`src/rtl/if_id_queue.sv`:
```
// Two-entry fetch/decode skid queue holding {PC, NPC, IR}; flush empties it, rst clears everything.
// Optional zero-latency empty-queue forwarding path enabled by defining IFQ_BYPASS_EN.
module if_id_queue (
  input  logic        clk,
  input  logic        rst,
  input  logic        if_valid_in,
  input  logic [31:0] if_PC_in,
  input  logic [31:0] if_NPC_in,
  input  logic [31:0] if_IR_in,
  input  logic        flush,
  input  logic        id_ready,
  output logic        if_ready_out,
  output logic        id_valid_out,
  output logic [31:0] id_PC_out,
  output logic [31:0] id_NPC_out,
  output logic [31:0] id_IR_out,
  output logic [1:0]  count_out
);

  localparam int DEPTH = 2;

  logic [31:0] r_pc  [DEPTH];
  logic [31:0] r_npc [DEPTH];
  logic [31:0] r_ir  [DEPTH];
  logic        r_wr_ptr;
  logic        r_rd_ptr;
  logic [1:0]  r_count;

  logic        w_push;
  logic        w_pop;
  logic        w_head_valid;

  // Ready depends only on registered occupancy, so a full queue stalls fetch even when decode pops.
  assign if_ready_out = (r_count < 2'd2);
  assign w_head_valid = (r_count != 2'd0);
  assign w_pop        = w_head_valid && id_ready && !flush;

`ifdef IFQ_BYPASS_EN
  logic w_bypass;
  // An empty queue whose consumer is ready hands the fetched word straight through without storing it.
  assign w_bypass = (r_count == 2'd0) && if_valid_in && id_ready && !flush;
  assign w_push   = if_valid_in && if_ready_out && !flush && !w_bypass;

  always_comb begin
    id_valid_out = w_head_valid;
    id_PC_out    = r_pc[r_rd_ptr];
    id_NPC_out   = r_npc[r_rd_ptr];
    id_IR_out    = r_ir[r_rd_ptr];
    if (w_bypass) begin
      id_valid_out = 1'b1;
      id_PC_out    = if_PC_in;
      id_NPC_out   = if_NPC_in;
      id_IR_out    = if_IR_in;
    end
  end
`else
  assign w_push       = if_valid_in && if_ready_out && !flush;
  assign id_valid_out = w_head_valid;
  assign id_PC_out    = r_pc[r_rd_ptr];
  assign id_NPC_out   = r_npc[r_rd_ptr];
  assign id_IR_out    = r_ir[r_rd_ptr];
`endif

  assign count_out = r_count;

  genvar gi;
  generate
    for (gi = 0; gi < DEPTH; gi++) begin : g_entry
      always_ff @(posedge clk) begin
        if (rst) begin
          r_pc[gi]  <= 32'd0;
          r_npc[gi] <= 32'd0;
          r_ir[gi]  <= 32'd0;
        end else if (w_push && (r_wr_ptr == 1'(gi))) begin
          r_pc[gi]  <= if_PC_in;
          r_npc[gi] <= if_NPC_in;
          r_ir[gi]  <= if_IR_in;
        end
      end
    end
  endgenerate

  always_ff @(posedge clk) begin
    if (rst || flush) begin
      r_wr_ptr <= 1'b0;
      r_rd_ptr <= 1'b0;
      r_count  <= 2'd0;
    end else begin
      if (w_push) r_wr_ptr <= ~r_wr_ptr;
      if (w_pop)  r_rd_ptr <= ~r_rd_ptr;
      case ({w_push, w_pop})
        2'b10:   r_count <= r_count + 2'd1;
        2'b01:   r_count <= r_count - 2'd1;
        default: r_count <= r_count;
      endcase
    end
  end

endmodule

```
`config.mk`:
```
export PLATFORM = sky130hd
export DESIGN_NAME = if_id_queue
export DESIGN_NICKNAME = d
export VERILOG_FILES = /design/src/rtl/if_id_queue.sv
export SDC_FILE = /design/constraint.sdc
export NUM_CORES = 1
export LEC_CHECK = 0
export CAP_MARGIN = 5
export CORE_AREA = 2 2 133 135
export CTS_BUF_LIST = sky130_fd_sc_hd__clkbuf_2 sky130_fd_sc_hd__clkbuf_4 sky130_fd_sc_hd__clkbuf_8
export DETAILED_ROUTE_END_ITERATION = 12
export DIE_AREA = 0 0 135 137
export PLACE_DENSITY_LB_ADDON = 0.12
export SLEW_MARGIN = 20
export SYNTH_ARGS = -nofsm -noshare
export SYNTH_HDL_FRONTEND = slang
export SYNTH_SLANG_ARGS = --single-unit
```
`constraint.sdc`:
```
create_clock -name clk -period 4.3 [get_ports clk]
set_input_delay 0.43 -clock clk [delete_from_list [all_inputs] [get_ports clk]]
set_output_delay 0.43 -clock clk [all_outputs]
set_load 0.05 [all_outputs]
```
==> results of run 1 <==
[cell type report]
class	count	area, um2
Clock buffer	20	256
Clock inverter	11	128
Fill cell	1231	5960
Inverter	1	3.75
Multi-Input combinational cell	311	2470
Sequential cell	197	5870
Tap cell	225	282
Timing Repair Buffer	210	2090
[through the flow]
step / util [%] / std cells
2_1_floorplan: - / 562
3_3_place_gp: 62.8 / 944
3_5_place_dp: 62.8 / 944
4_1_cts: 65.1 / 975
5_1_grt: 65.1 / 975
6_report: 65.1 / 975
[logic make-up after synthesis]
logic type | synth area share [%]
DFF | 67.5
adders and majority gates | 0.144
buffers and inverters | 4.35
AOI/OAI and AO/OA | 0.374
and+or+nand+nor | 14.8
muxes | 12.4
xor gates and xnor gates | 0.403
[routing by layer]
metal	share of wire [%]	up-vias
met5	0	-
met4	1.7	0
met3	6.0	21
met2	50	156
met1	42	2662
li1	-	2501
[worst min-delay path, delay by kind of cell, from the launching register on]
| kind | cells | cell delay, ns |
|---|---|---|
| simple gates | 1 | 0.12 |
| xor+xnor | 1 | 0.09 |
| flops | 1 | 0.33 |
[cells in the mapped netlist, drive strengths merged]
cell type,number,area (um2)
nor3,4,20.0
buf,39,320
and2b,1,10.0
or2,1,6.26
xor2,2,17.5
mux2,96,1080
a21o,2,15.0
edfxtp,192,5770
dfxtp,5,100
or3,1,6.26
inv,1,3.75
xnor2,2,17.5
ha,1,12.5
nand2,1,3.75
o21ai,2,10.0
nor2,2,10.0
a211oi,1,7.51
nor2b,3,23.8
and3,192,1200
clkbuf,14,53.8
[placed cells by master, fill, tap and decap left out]
cell	instances
buf_4	9
or3_1	1
xnor2_1	2
dfxtp_1	4
nand2_1	1
clkinv_4	1
nor2_1	1
nor2b_1	1
o21ai_0	1
o21ai_1	1
clkdlybuf4s50_1	200
clkinv_2	2
a211oi_1	1
nor2b_4	1
and3_1	192
bufinv_16	2
xor2_1	2
mux2_1	26
and2b_4	1
dfxtp_4	1
nor2b_2	1
buf_12	1
nor3_1	4
ha_1	1
inv_6	3
clkbuf_8	17
edfxtp_1	192
mux2_2	70
clkinvlp_4	3
inv_1	1
clkbuf_4	3
a21o_4	2
or2_2	1
nor2_4	1
[where the power goes]
part	internal [W]	switching, W	leakage (nW)
combinational	0.000252	0.000395	2.45
sequential	0.00221	0.0000273	2.07
clock	0.000537	0.000632	0.190
total	0.00299	0.00105	4.71
[worst paths after layout]
path                startpoint            end  slack, ns  depth (start not counted)
hold / removal        r_rd_ptr           flop       0.58                          2
setup reg to reg  count_out[1]    r_ir[0][29]       2.25                          3
hold reg to reg       r_rd_ptr           flop       0.58                          2
setup / recovery          flop  id_PC_out[22]       1.03                          3
[registers in the layout, summed over array words and instances (netlist names), named ones only]
register / count
r_rd_ptr: 1
r_npc: 64
r_pc: 64
count_out: 2
r_ir: 64
r_wr_ptr: 1
==> impl_metrics.csv, run 1 <==
group,metric,value,unit
status,status,"completed",
synthesis,postSynthCellCount,562,
global_route,grtUsageTotal,20.3,%
setup_path,required,3.87,ns
setup_path,slowest_stage,"dfxtp_4",
setup_path,cp_top_family,"buffers and inverters",
setup_path,cp_cell_sequence,"buf_4 -> mux2_1 -> clkdlybuf4s50_1",
global_route,antenna_found_initial,0,
clock_tree,htree_num_levels,4,
synthesis,yosys_warnings,0,
global_route,grt.overflow.total,0,
global_route,grt_pass1_wl,28.5,mm
final_layout,design_area,11100,um2
detailed_routing,drc,0,
final_layout,area_growth,27.7,%
synthesis,yosysSeqAreaShare,67.5,%
die,row_count,48,
global_route,met3_usage,5.81,%
clock_tree,clk_pin_slew,0.08,ns
die,die_area,18500,um2
setup_path,critPathCaptureType,"output pin",
clock_tree,clk_latency,0.46,ns
die,start_util,50.9,%
clock_tree,post_cts_buffers,0,
die,ios,201,
sta,slew_violations,0,
detailed_routing,drt_wl_total,18.6,mm
clock_tree,cts_buffers,17,
sta,rsz0062_at_grt,"no",
detailed_routing,vias,5340,
final_layout,final_nets,840,
synthesis,syn-num-nets,664,
global_route,grt_pass1_vias,5521,
place,dp_hpwl,11.1,mm
synthesis,ys_types,26,
clock_tree,cts_resized,0,
sta,hold_viol,0,
place,port_buffers,200,
detailed_routing,avgViaCountPerCell,5.48,
clock_tree,cts.sinks,197,
global_route,met1_usage,24.5,%
clock_tree,hold_buffers,0,
clock_tree,clk_path_buf_depth,2,
synthesis,synth_area_per_cell,15.5,um2
sta,fin_setup_tns,0,ns
setup_path,crit_arrival,2.84,ns
power,p_per_area,365,nW/um2
flow_run,drv_cap,0,
detailed_routing,drtAntennaViolNets,0,
sta,slew_headroom,38.8,%
setup_path,worst-path-buf-inv,2,
clock_tree,cts_tree,"built",
setup_path,critPathKind,"reg -> out",
power,leakage,4.71,nW
sta,fmaxAchievable,0.306,GHz
sta,fin_crit_sh,76.0,%
sta,tightest_slew,0.918,ns
detailed_routing,drt-wirelength-per-cell,19.1,um
global_route,gr-max-usage-layer,"met2",
place,gp_congestion,0.761,
die,fp.dieH,137,um
sta,fin_crit,3.27,ns
synthesis,synth_seq_cells,197,
final_layout,drive_gt1_share,15.9,%
die,die_w,135,um
sta,fin_ws,1.03,ns
clock_tree,root_buffer,"clkbuf_8",
setup_path,cp_max_fo,48,
sta,skew,0.0146,ns
detailed_routing,drt_iter0_drc,407,
global_route,grt_max_degree,97,
detailed_routing,drt-pass1-iter-count,4,
setup_path,crit_path_max_incr_delay,0.81,ns
global_route,use_met2,35.1,%
power,worst_ir_drop_vdd,247,uV
sta,finalSetupViolations,0,
die,core_area,17100,um2
power,power,0.00405,W
final_layout,antenna_cells,0,
sta,hold_slack,0.583,ns
synthesis,syn_area,8690,um2
setup_path,startpoint_type,"flop",
place,dpl_cell_area,10700,um2
min_path,min_path_type,"reg -> reg",
place,pre_cts_ws,1.47,ns
No activity file was read; power rests on OpenSTA's default activity.
==> run 2, diff against run 1 <==
Settings changed: CORE_AREA 2 2 133 135 to 2 2 139 141, DIE_AREA 0 0 135 137 to 0 0 141 143.
Clock period 4.3 ns to 3 ns, I/O delays scaled along.
==> run 2 against run 1 <==
Net effect: combinational power grew 47%; setup slack got worse by 0.73 ns; utilization down 4.4 points; total power increased by 48%; sequential power rose by 43%; largest power group unchanged.
==> impl_metrics.csv, run 2 (same netlist as run 1, synthesis figures left out) <==
group,metric,value,unit
setup_path,required,2.70,ns
global_route,grt_max_degree,97,
sta,tightest_slew,0.918,ns
setup_path,crit_arrival,2.40,ns
final_layout,area_growth,29.8,%
clock_tree,cts_resized,0,
final_layout,drive_gt1_share,16.2,%
sta,fmaxAchievable,0.370,GHz
min_path,min_path_type,"in -> reg",
sta,finalSetupViolations,0,
clock_tree,cts.sinks,197,
clock_tree,htree_num_levels,4,
detailed_routing,avgViaCountPerCell,5.35,
power,leakage,4.78,nW
status,status,"completed",
global_route,antenna_found_initial,1,
clock_tree,cts_buffers,17,
clock_tree,hold_buffers,0,
sta,rsz0062_at_grt,"no",
flow_run,drv_cap,0,
sta,fin_crit,2.70,ns
setup_path,cp_max_fo,40,
die,start_util,46.7,%
sta,fin_crit_sh,90.0,%
power,worst_ir_drop_vdd,332,uV
sta,slew_headroom,38.8,%
global_route,grtUsageTotal,19.6,%
sta,slew_violations,0,
global_route,grt_pass1_wl,30.0,mm
place,dp_hpwl,12.0,mm
detailed_routing,drc,0,
die,die_w,141,um
die,fp.dieH,143,um
detailed_routing,vias,5294,
setup_path,crit_path_end,"id_PC_out[9]",
power,p_per_area,531,nW/um2
final_layout,final_common_cell,"clkdlybuf4s50_1",
place,gp_congestion,0.783,
die,ios,201,
sta,fin_ws,0.300,ns
clock_tree,clk_pin_slew,0.10,ns
setup_path,critPathCaptureType,"output pin",
sta,hold_viol,0,
die,die_area,20200,um2
clock_tree,clk_path_buf_depth,2,
global_route,grt_pass1_vias,5550,
place,port_buffers,200,
power,power,0.00598,W
die,row_count,50,
final_layout,fillers,1471,
clock_tree,post_cts_buffers,0,
final_layout,final_cell_mix,"clkdlybuf4s50_1, and3_1, edfxtp_1",
setup_path,startpoint_type,"flop",
global_route,grt.overflow.total,0,
detailed_routing,drtAntennaViolNets,0,
sta,skew,0.0180,ns
setup_path,critPathKind,"reg -> out",
detailed_routing,drt-wirelength-per-cell,19.7,um
place,pre_cts_ws,0.704,ns
clock_tree,clk_latency,0.46,ns
clock_tree,root_buffer,"clkbuf_8",
detailed_routing,drt_iter0_drc,316,
die,core_area,18600,um2
setup_path,r2r-start,"count_out[1]",
min_path,hp-start,"if_NPC_in[31]",
final_layout,final_nets,844,
detailed_routing,drt_wl_total,19.5,mm
final_layout,reg.largest.list,"r_ir x64, r_npc x64, r_pc x64",
setup_path,reg2reg_depth,5,
sta,fin_setup_tns,0,ns
setup_path,timing.rr.end,"count_out[1]",
setup_path,r2r_setup_slack,1.15,ns
detailed_routing,drt-pass1-iter-count,4,
clock_tree,cts_tree,"built",
[run 2: changes by cell type in the layout (fill, tap and decap cells not counted), moves of 2 or more]
cell and change:
buf_12 +7, buf_4 -3, bufinv_16 +2, clkinv_1 +2, clkinv_4 +2, clkinvlp_4 -2, inv_6 -2
[run 2: cell type report]
class	instances	area (um2)	share of cell area, %
Antenna cell	1	2.50	0.0222
Clock buffer	19	249	2.21
Clock inverter	13	180	1.60
Inverter	1	3.75	0.0333
Multi-Input combinational cell	311	2470	21.9
Sequential cell	197	5870	52.1
Tap cell	234	293	2.60
Timing Repair Buffer	214	2210	19.6
[run 2: worst min-delay path by stage]
| stage | end | slack, ns | depth (start not counted) |
|---|---|---|---|
| finish | r_npc[1][31] | 0.53 | 2 |
| global route | r_npc[0][12] | 0.51 | 2 |
| CTS | r_npc[0][13] | 0.50 | 2 |
| detailed placement | r_rd_ptr | 0.57 | 2 |
| global placement | r_rd_ptr | 0.54 | 2 |
| floorplan | r_wr_ptr | 0.38 | 1 |
[run 2: critical path, stage by stage, from the launching register on]
cell and delay [ns]:
dfxtp_4 0.55, buf_12 0.28, mux2_2 0.37, clkdlybuf4s50_1 0.71
[run 2: metal layers]
metal  part of all wire [%]  track usage [%]  vias up
met2                     49             32.1      143
li1                       -                -     2510
met4                    1.7             6.16        0
met5                      0                0        -
met1                     44             25.6     2617
met3                    5.4             5.30       24
[run 2: power breakdown]
group	leakage, nW	switching, W	internal, W
registers	2.07	0.0000401	0.00316
clock network	0.216	0.000906	0.000925
logic	2.50	0.000576	0.000377
total	4.78	0.00152	0.00446
[run 2: stage by stage]
| stage | hold WS, ns | cell area (um2) | cells | utilization (%) |
|---|---|---|---|---|
| floorplan | 0.377 | 8690 | 562 | - |
| global placement | 0.542 | 10800 | 957 | 58.3 |
| detailed placement | 0.565 | 10800 | 957 | 58.3 |
| CTS | 0.501 | 11300 | 989 | 60.7 |
| global route | 0.508 | 11300 | 989 | 60.7 |
| finish | 0.530 | 11300 | 990 | 60.7 |
==> run 3, diff against run 2 <==
Settings changed: ABC_AREA set to 1.
==> run 3 against run 2 <==
Net effect: wire length down 6.4%; synthesized cell count rose by 16%; utilization grew 0.074 points; clock power is 9% lower; clock-buffer cell count up 1; total power is 1.5% lower; hold slack lost 0.032 ns; via count barely moved; clock skew fell by 0.0084 ns; flip-flop and latch count unchanged; fmax up 0.24%; critical endpoint is now id_PC_out[19]; largest power group unchanged.
==> impl_metrics.csv, run 3 <==
group,metric,value,unit
detailed_routing,drt_iter0_drc,285,
power,p_sw_share,26.7,%
detailed_routing,dr_wl_met2,9.00,mm
setup_path,crit_arrival,2.39,ns
clock_tree,htree_num_levels,4,
synthesis,synthTopCellsByCount,"edfxtp_1, nor2_1, inv_1",
clock_tree,clk_pin_slew,0.10,ns
final_layout,antenna_cells,0,
final_layout,final_cells,1093,
synthesis,yosysSeqAreaShare,67.8,%
sta,rsz0062_at_grt,"no",
sta,fin_crit,2.69,ns
synthesis,synth_seq_cells,197,
place,dp.cells,1062,
global_route,grtUsageTotal,18.4,%
detailed_routing,wl_met3,1.32,mm
power,p_seq_share,54.4,%
setup_path,critPathKind,"reg -> out",
power,p_per_area,522,nW/um2
detailed_routing,top_layer,"met5",
power,worst_ir_drop_vdd,253,uV
die,die_area,20200,um2
synthesis,postSynthCellCount,651,
synthesis,yosys.area.top_type,"edfxtp_1",
clock_tree,clk_path_buf_depth,2,
synthesis,synth_edf_count,192,
setup_path,cp_cell_sequence,"buf_12 -> mux2_2 -> clkdlybuf4s50_1",
synthesis,syn-num-nets,753,
place,port_buffers,200,
synthesis,synth_top_area_share,66.6,%
sta,skew,0.00966,ns
sta,fin_ws,0.306,ns
clock_tree,cts_tree,"built",
clock_tree,cts_buffers,17,
setup_path,cp_top_family,"buffers and inverters",
synthesis,yosys_warnings,0,
setup_path,critPathCaptureType,"output pin",
die,die_w,141,um
sta,slew_violations,0,
synthesis,ys_types,22,
flow_run,drv_cap,0,
power,p_sw,0.00157,W
detailed_routing,drt_wl_total,18.3,mm
final_layout,postLayoutCoreUtil,60.7,%
sta,hold_viol,0,
sta,fin_setup_tns,0,ns
global_route,grt.overflow.total,0,
sta,fin_crit_sh,89.8,%
final_layout,reg.largest.list,"r_ir x64, r_npc x64, r_pc x64",
synthesis,synth_most_common_cell,"edfxtp_1",
final_layout,final_nets,949,
synthesis,synth_area_per_cell,13.3,um2
die,core_area,18600,um2
final_layout,drive_gt1_share,26.0,%
synthesis,synthArstFlopShare,0,%
place,gp_congestion,0.760,
final_layout,multi_input_area,2200,um2
sta,fmaxAchievable,0.371,GHz
power,power,0.00590,W
sta,finalSetupViolations,0,
place,pre_cts_ws,0.739,ns
power,clockPowerShare,28.4,%
clock_tree,cts.sinks,197,
detailed_routing,vias,5295,
setup_path,required,2.70,ns
setup_path,cp_max_fo,38,
setup_path,slowest_stage,"clkdlybuf4s50_1",
power,leakage,4.47,nW
die,ios,201,
detailed_routing,drt-pass1-iter-count,4,
synthesis,syn_area,8650,um2
clock_tree,cts_resized,0,
setup_path,crit_path_max_incr_delay,0.71,ns
final_layout,final_cell_mix,"clkdlybuf4s50_1, edfxtp_1, nor2_1",
global_route,antenna_found_initial,1,
detailed_routing,drc,0,
power,p_int,0.00432,W
status,status,"completed",
die,start_util,46.6,%
synthesis,synth.area.top_cells,"edfxtp_1, mux2_2, nor2_2, nor2_1, inv_1",
global_route,grt_pass1_wl,28.2,mm
die,row_count,50,
clock_tree,hold_buffers,0,
final_layout,fillers,1463,
min_path,min_path_type,"in -> reg",
synthesis,ys.flop_type,"edfxtp_1",
final_layout,ff_latch_area,5870,um2
sta,tightest_slew,0.593,ns
detailed_routing,avgViaCountPerCell,4.84,
final_layout,area_growth,30.4,%
setup_path,startpoint_type,"flop",
detailed_routing,wl_met1,7.56,mm
die,fp.dieH,143,um
final_layout,final_common_cell,"clkdlybuf4s50_1",
sta,slew_headroom,60.4,%
global_route,grt_max_degree,97,
clock_tree,root_buffer,"clkbuf_8",
detailed_routing,drtAntennaViolNets,0,
clock_tree,post_cts_buffers,0,
setup_path,worst-path-buf-inv,2,
power,p_comb_share,17.2,%
detailed_routing,drt-wirelength-per-cell,16.7,um
global_route,grt_pass1_vias,5518,
place,dp_hpwl,11.5,mm
clock_tree,clk_latency,0.46,ns
==> run 3: power groups by stage <==
| stage | Clock (W) | Sequential (W) | Combinational (W) |
|---|---|---|---|
| floorplan | 0 | 0.00326 | 0.000616 |
| global placement | 0 | 0.00327 | 0.00101 |
| CTS | 0.00172 | 0.00321 | 0.00103 |
| finish | 0.00167 | 0.00321 | 0.00101 |
| detailed placement | 0 | 0.00327 | 0.00102 |
| global route | 0.00181 | 0.00322 | 0.00107 |
==> run 3: path summary, 6_finish.rpt <==
kind	from	endpoint	slack, ns	depth (start not counted)
setup / recovery	flop	id_PC_out[19]	0.31	3
hold / removal	if_PC_in[13]	r_pc[1][13]	0.50	3
hold reg to reg	r_rd_ptr	flop	0.55	2
setup reg to reg	count_out[1]	r_npc[0][5]	1.22	4
==> run 3: through the flow <==
stage	hold WS (ns)	cell area (um2)
6_report	0.498	11300
3_3_place_gp	0.490	10900
5_1_grt	0.483	11300
4_1_cts	0.458	11300
3_5_place_dp	0.515	10900
2_1_floorplan	0.465	8670
==> run 3: worst register-to-register path: cells and delay by family, from the launching register on <==
kind                   cells  cell delay (ns)
flip-flops                 1             0.37
AND/OR/NAND/NOR            1             0.19
AO/OA/AOI/OAI              1             0.22
buffers and inverters      2             0.53
==> run 3: metal layers <==
metal	vias to the layer above	track usage, %
met4	2	6.47
li1	2533	-
met1	2561	23.0
met5	-	0
met3	25	5.60
met2	174	30.4
==> run 3: layout make-up <==
type | count | share of cell area (%)
Tap cell | 234 | 2.59
Timing Repair Buffer | 208 | 19.0
Inverter | 103 | 3.45
Clock inverter | 11 | 1.14
Sequential cell | 197 | 52.0
Clock buffer | 20 | 2.27
Multi-Input combinational cell | 320 | 19.5
==> run 3: kinds of logic (layout without fill, tap and decap cells) <==
group                    Yosys count  after routing  share of synthesized area (%)
adder cells (fa/ha/maj)            1              1                          0.145
AND/OR/NAND/NOR                  219            219                           12.2
buffers and inverters            134            342                           7.17
flip-flops                       197            197                           67.8
AO/OA/AOI/OAI                      4              4                          0.231
multiplexers                      96             96                           12.5
==> RTL edit 1: new RTL, flow settings as in run 3 <==
Build with the macro `IFQ_BYPASS_EN` defined.
--- a/src/rtl/if_id_queue.sv
+++ b/src/rtl/if_id_queue.sv
@@ -2,2 +2,4 @@
 // Optional zero-latency empty-queue forwarding path enabled by defining IFQ_BYPASS_EN.
+`define IFQ_BYPASS_EN
+
 module if_id_queue (
Function: changed (a bounded check fails within 4 cycles, from zero or initial values).
==> RTL edit 1 against run 3 <==
- utilization increased by 9.8 points
- sequential share of layout area decreased by 7.2 points
- synthesized cell count increased by 64%
- cell count increased by 36%
- fmax increased by 5.4%
- non-clock buffer count increased by 11
- wire length increased by 13%
- total power increased by 8.2%
- synthesized area increased by 9.4%
- sequential cell count unchanged
- first-iteration DRC count increased by 73%
- worst setup slack improved by 0.14 ns
- design area increased by 16%
- global-route usage increased by 2.9 points
- critical endpoint is now id_IR_out[30]
- largest cell class unchanged
- largest power group unchanged
==> RTL edit 1: results (changes against run 3) <==
| Quantity | This run | Unit | Change |
| --- | --- | --- | --- |
| Total of cells resized after clock tree synthesis | 0 | - | unchanged |
| Met1 demand-to-capacity share in global routing | 26.2 | % | +3.2 points |
| Worst IR Drop VDD | 0.272 | mV | +7.6% |
| Max Fanout on Critical Path | 61 | - | +61% |
| Tightest Pin Transition | 0.548 | ns | -0.0451 ns |
| Synth top area cells | sky130_fd_sc_hd__edfxtp_1 61%, sky130_fd_sc_hd__o21ai_0 9.7%, sky130_fd_sc_hd__inv_1 7.9%, sky130_fd_sc_hd__nand2_1 7.9%, sky130_fd_sc_hd__nor2_1 7.9% | - |  |
| GRT Resource Usage Total | 21.3 | % | +2.9 points |
| Post-Route Skew | 0.0148 | ns | +0.00518 ns |
| Count of H-tree levels built during CTS | 4 | - | unchanged |
| Top post-synthesis cells by count | 200 x sky130_fd_sc_hd__inv_1, 199 x sky130_fd_sc_hd__nand2_1, 199 x sky130_fd_sc_hd__nor2_1 | - |  |
| CTS root buf | sky130_fd_sc_hd__clkbuf_8 | - |  |
| Portion of the post-synthesis area used by sequential elements | 62.0 | % | -5.8 points |
| Via/cell ratio | 4.89 | - | +0.96% |
| Leakage | 5.56 | nW | +24% |
| Global Route met3 Usage | 5.70 | % | +0.10 points |
| Detailed-placement wirelength estimate | 13,800 | um | +20% |
| Unique masters post-synth | 19 | - | -14% |
| Antenna Cells | 0 | - | unchanged |
| Proportion of register bits with asynchronous set or reset after synthesis | 0 | % | unchanged |
| Clock-pin transition on the worst setup and hold timing paths | 0.10 | ns | about the same |
| Final Wtd Congestion | 0.758 | - | -0.30% |
| Source-to-sink clock delay at the later pin of the worst-skew pair | 0.47 | ns |  |
| Number of global-route vias before repair | 6,965 | - | +26% |
| Number of synthesized flops with an enable pin | 192 | - | unchanged |
| Wire length of the first global-routing pass | 33,600 | um | +19% |
| Fraction of final layout cells sized beyond drive strength 1 | 12.4 | % | -14 points |
| GR Layer Usage met2 | 36.7 | % | +6.2 points |
| Detailed-router iteration count before antenna repair | 6 | - | +2 |
| Violation count after the first detailed-routing iteration | 493 | - | +73% |
| Synth warnings | 0 | - | unchanged |
| Total setup buffers inserted after CTS | 0 | - | unchanged |
| Antenna violations before repair | 0 | - | -1 |
| Largest registers | r_ir x64, r_npc x64, r_pc x64 | - |  |
| Run status | complete, no violations | - |  |
| Worst hold path class | in2reg | - |  |
| Number of nets in the final layout | 1,344 | - | +42% |
| CP arrival | 2.25 | ns | -0.14 ns |
| Number of CTS-inserted buffers | 17 | - | unchanged |
| Pin count of the biggest net entering global routing | 78 | - | -20% |
| Mapped Nets | 1,168 | - | +55% |
| Routed wire length | 20,700 | um | +13% |
## RTL edit 1: worst max-delay path: stages, from the launching register on
cell	delay, ns
sky130_fd_sc_hd__dfxtp_2	0.37
sky130_fd_sc_hd__nor2_2	0.19
sky130_fd_sc_hd__nand4_1	0.19
sky130_fd_sc_hd__buf_12	0.25
sky130_fd_sc_hd__buf_12	0.20
sky130_fd_sc_hd__o21ai_0	0.35
sky130_fd_sc_hd__buf_12	0.19
## RTL edit 1: kinds of logic after synthesis
group	synth area share, %
compound gates	10.6
fa+ha+maj	0.132
buf+inv	10.9
flops	62.0
simple gates	16.4
## RTL edit 1: layout make-up
type	count	area, um2
Inverter	200	751
Clock inverter	12	178
Clock buffer	17	234
Sequential cell	197	5870
Tap cell	234	293
Timing Repair Buffer	219	3170
Multi-Input combinational cell	607	2610
Fill cell	1400	5480
## RTL edit 1: worst paths after layout
kind	start	endpoint	slack [ns]	depth (start not counted)
setup / recovery	count_out[1]	id_IR_out[30]	0.45	6
hold / removal	if_NPC_in[26]	r_npc[1][26]	0.51	3
setup reg to reg	count_out[1]	r_npc[0][14]	1.20	4
hold reg to reg	count_out[0]	count_out[0]	0.54	2
## RTL edit 1: metal layers
metal	part of all wire, %	wire length [um]	vias up
met5	0	0	-
met4	2.2	449	0
met3	6.7	1390	32
met2	50	10300	205
met1	41	8570	3329
li1	-	-	3702
## RTL edit 1: report_power, final
group	switching [W]	internal, W
clock network	0.000906	0.000899
registers	0.0000343	0.00314
logic	0.000792	0.000610
## RTL edit 1: metrics by stage
stage               hold slack (ns)  std cells  setup WS (ns)  power, W  instance area, um2
finish                        0.509       1486          0.445   0.00638               13100
global route                  0.492       1486          0.287   0.00660               13100
CTS                           0.480       1486          0.391   0.00642               13100
detailed placement            0.529       1457          0.652   0.00465               12700
global placement              0.519       1457          0.678   0.00463               12700
floorplan                     0.470       1066         0.0573   0.00391                9490
==> RTL edit 2: new RTL, settings of run 3 <==
Made on the original files. Register the output `count_out` once more, with the module's reset; this adds one clock of latency there. The other outputs are not delayed to match.
--- a/src/rtl/if_id_queue.sv
+++ b/src/rtl/if_id_queue.sv
@@ -63,3 +63,9 @@
 
-  assign count_out = r_count;
+  always_ff @(posedge clk) begin
+    if (rst) begin
+      count_out <= '0;
+    end else begin
+      count_out <= r_count;
+    end
+  end
 
Formal check against the unedited RTL: not equivalent (Yosys sat finds a counterexample within 4 cycles, from zero or initial values and one cycle with rst high).
==> RTL edit 2 against run 3 <==
- design area fell by 1.0%
- total power rose by 0.73%
- critical endpoint is now id_IR_out[5]
- highest routed layer unchanged
- wire length barely moved
- count of clock-buffer cells in the layout fell by 2
- largest cell class unchanged
- synthesized area fell by 2.0%
- critical path type unchanged
- sequential cell count rose by 2
- worst setup slack got worse by 0.088 ns
==> RTL edit 2: results (changes against run 3) <==
| Quantity | This run | Unit | Change |
| --- | --- | --- | --- |
| Portion of the post-synthesis area used by sequential elements | 69.7 | % | +1.9 points |
| Post-Route Skew | 0.0110 | ns | +0.00134 ns |
| Worst IR Drop VDD | 0.266 | mV | +5.1% |
| Wire length of the first global-routing pass | 28,100 | um | -0.34% |
| Detailed-placement wirelength estimate | 11,900 | um | +4.0% |
| Synth top area cells | sky130_fd_sc_hd__edfxtp_1 68%, sky130_fd_sc_hd__mux2_2 13%, sky130_fd_sc_hd__nor2_1 9.0%, sky130_fd_sc_hd__inv_1 4.5%, sky130_fd_sc_hd__dfxtp_1 1.7% | - |  |
| Total overflow reported by the global router | 0 | - | unchanged |
| Number of global-route vias before repair | 5,555 | - | +0.67% |
| Pin count of the biggest net entering global routing | 82 | - | -15% |
| Violation count after the first detailed-routing iteration | 347 | - | +22% |
| Number of nets in the final layout | 956 | - | +0.74% |
| Detailed-router iteration count before antenna repair | 6 | - | +2 |
| Count of H-tree levels built during CTS | 4 | - | unchanged |
| Number of cells on the worst reg-to-reg path | 6 | - | +2 |
| CP arrival | 2.48 | ns | +0.09 ns |
| Final Wtd Congestion | 0.741 | - | -2.6% |
| Reg2reg start | r_count[1] | - |  |
| Worst reg2reg endpoint | r_pc[1][0] | - |  |
| Element type at the critical path start | flop | - |  |
| Filler cell count | 1,530 | - | +4.6% |
| Average wire length per cell after detail routing | 16.6 | um | -0.82% |
| Total via count after detailed routing | 5,334 | - | +0.74% |
| CTS root buf | sky130_fd_sc_hd__clkbuf_8 | - |  |
| Number of CTS-inserted buffers | 17 | - | unchanged |
| Proportion of register bits with asynchronous set or reset after synthesis | 0 | % | unchanged |
| Post-placement worst setup slack | 0.707 | ns | -0.0316 ns |
| Leakage | 4.55 | nW | +1.7% |
| Unique masters post-synth | 20 | - | -9.1% |
| Mapped Nets | 757 | - | +0.53% |
| Max-Slew Margin vs Limit | 61.8 | % | +1.5 points |
| Max Fanout on Critical Path | 28 | - | -26% |
| Destination of the critical timing path | id_IR_out[5] | - |  |
| Crit path time final | 2.78 | ns | +0.0883 ns |
| Worst hold path class | in2reg | - |  |
| GRT Resource Usage Total | 18.4 | % | +0.054 points |
| Top post-synthesis cells by count | 203 x sky130_fd_sc_hd__nor2_1, 192 x sky130_fd_sc_hd__edfxtp_1, 102 x sky130_fd_sc_hd__inv_1 | - |  |
| Fraction of final layout cells sized beyond drive strength 1 | 16.7 | % | -9.2 points |
| Setup slack of the worst register-to-register path | 1.17 | ns | -0.05 ns |
| Run status | complete, no violations | - |  |
RTL edit 2: changes by cell type after synthesis, sizes merged:
cell,before,now
dfxtp,5,7
nor2,202,204
RTL edit 2: cell type report:
type / instances / share of cell area (%)
Clock buffer: 18 / 2.16
Clock inverter: 14 / 1.33
Inverter: 103 / 3.46
Multi-Input combinational cell: 322 / 18.0
Sequential cell: 199 / 52.9
Tap cell: 234 / 2.62
Timing Repair Buffer: 211 / 19.6
RTL edit 2: worst max-delay path, stage by stage, from the launching register on:
cell and delay, ns:
sky130_fd_sc_hd__dfxtp_4 0.64, sky130_fd_sc_hd__buf_12 0.25, sky130_fd_sc_hd__mux2_2 0.38, sky130_fd_sc_hd__clkdlybuf4s50_1 0.71
RTL edit 2: worst min path at each step:
| stage | cells past startpoint | from | endpoint | slack (ns) |
|---|---|---|---|---|
| floorplan | 1 | rst | count_out[0] | 0.37 |
| global placement | 2 | r_rd_ptr | r_rd_ptr | 0.49 |
| detailed placement | 2 | r_count[1] | count_out[1] | 0.51 |
| CTS | 2 | rst | count_out[0] | 0.43 |
| global route | 2 | rst | count_out[0] | 0.47 |
| finish | 2 | rst | count_out[0] | 0.45 |
RTL edit 2: where the power goes:
| part | leakage, nW | internal, W | switching (W) |
|---|---|---|---|
| Sequential | 2.06 | 0.00319 | 0.0000389 |
| Clock | 0.198 | 0.000758 | 0.000945 |
| Combinational | 2.29 | 0.000388 | 0.000615 |
| Total | 4.55 | 0.00434 | 0.00160 |
RTL edit 2: logic make-up after synthesis:
family                   after synthesis  synth area share (%)
multiplexers                          96                  12.8
AO/OA/AOI/OAI                          4                 0.236
flip-flops                           199                  69.7
AND/OR/NAND/NOR                      221                  10.1
adder cells (fa/ha/maj)                1                 0.148
buffers and inverters                134                  7.06
RTL edit 2: through the flow:
| stage | instances | area, um2 |
|---|---|---|
| floorplan | 655 | 8490 |
| global placement | 1069 | 10800 |
| detailed placement | 1069 | 10800 |
| CTS | 1101 | 11200 |
| global route | 1101 | 11200 |
| finish | 1101 | 11200 |
RTL edit 2: per-layer routing:
layer / vias up / part of all wire [%] / GRT usage (%)
met4: 2 / 1.7 / 6.53
met2: 178 / 49 / 30.8
met1: 2580 / 42 / 23.2
li1: 2547 / - / -
met5: - / 0.071 / 0
met3: 27 / 6.9 / 5.03
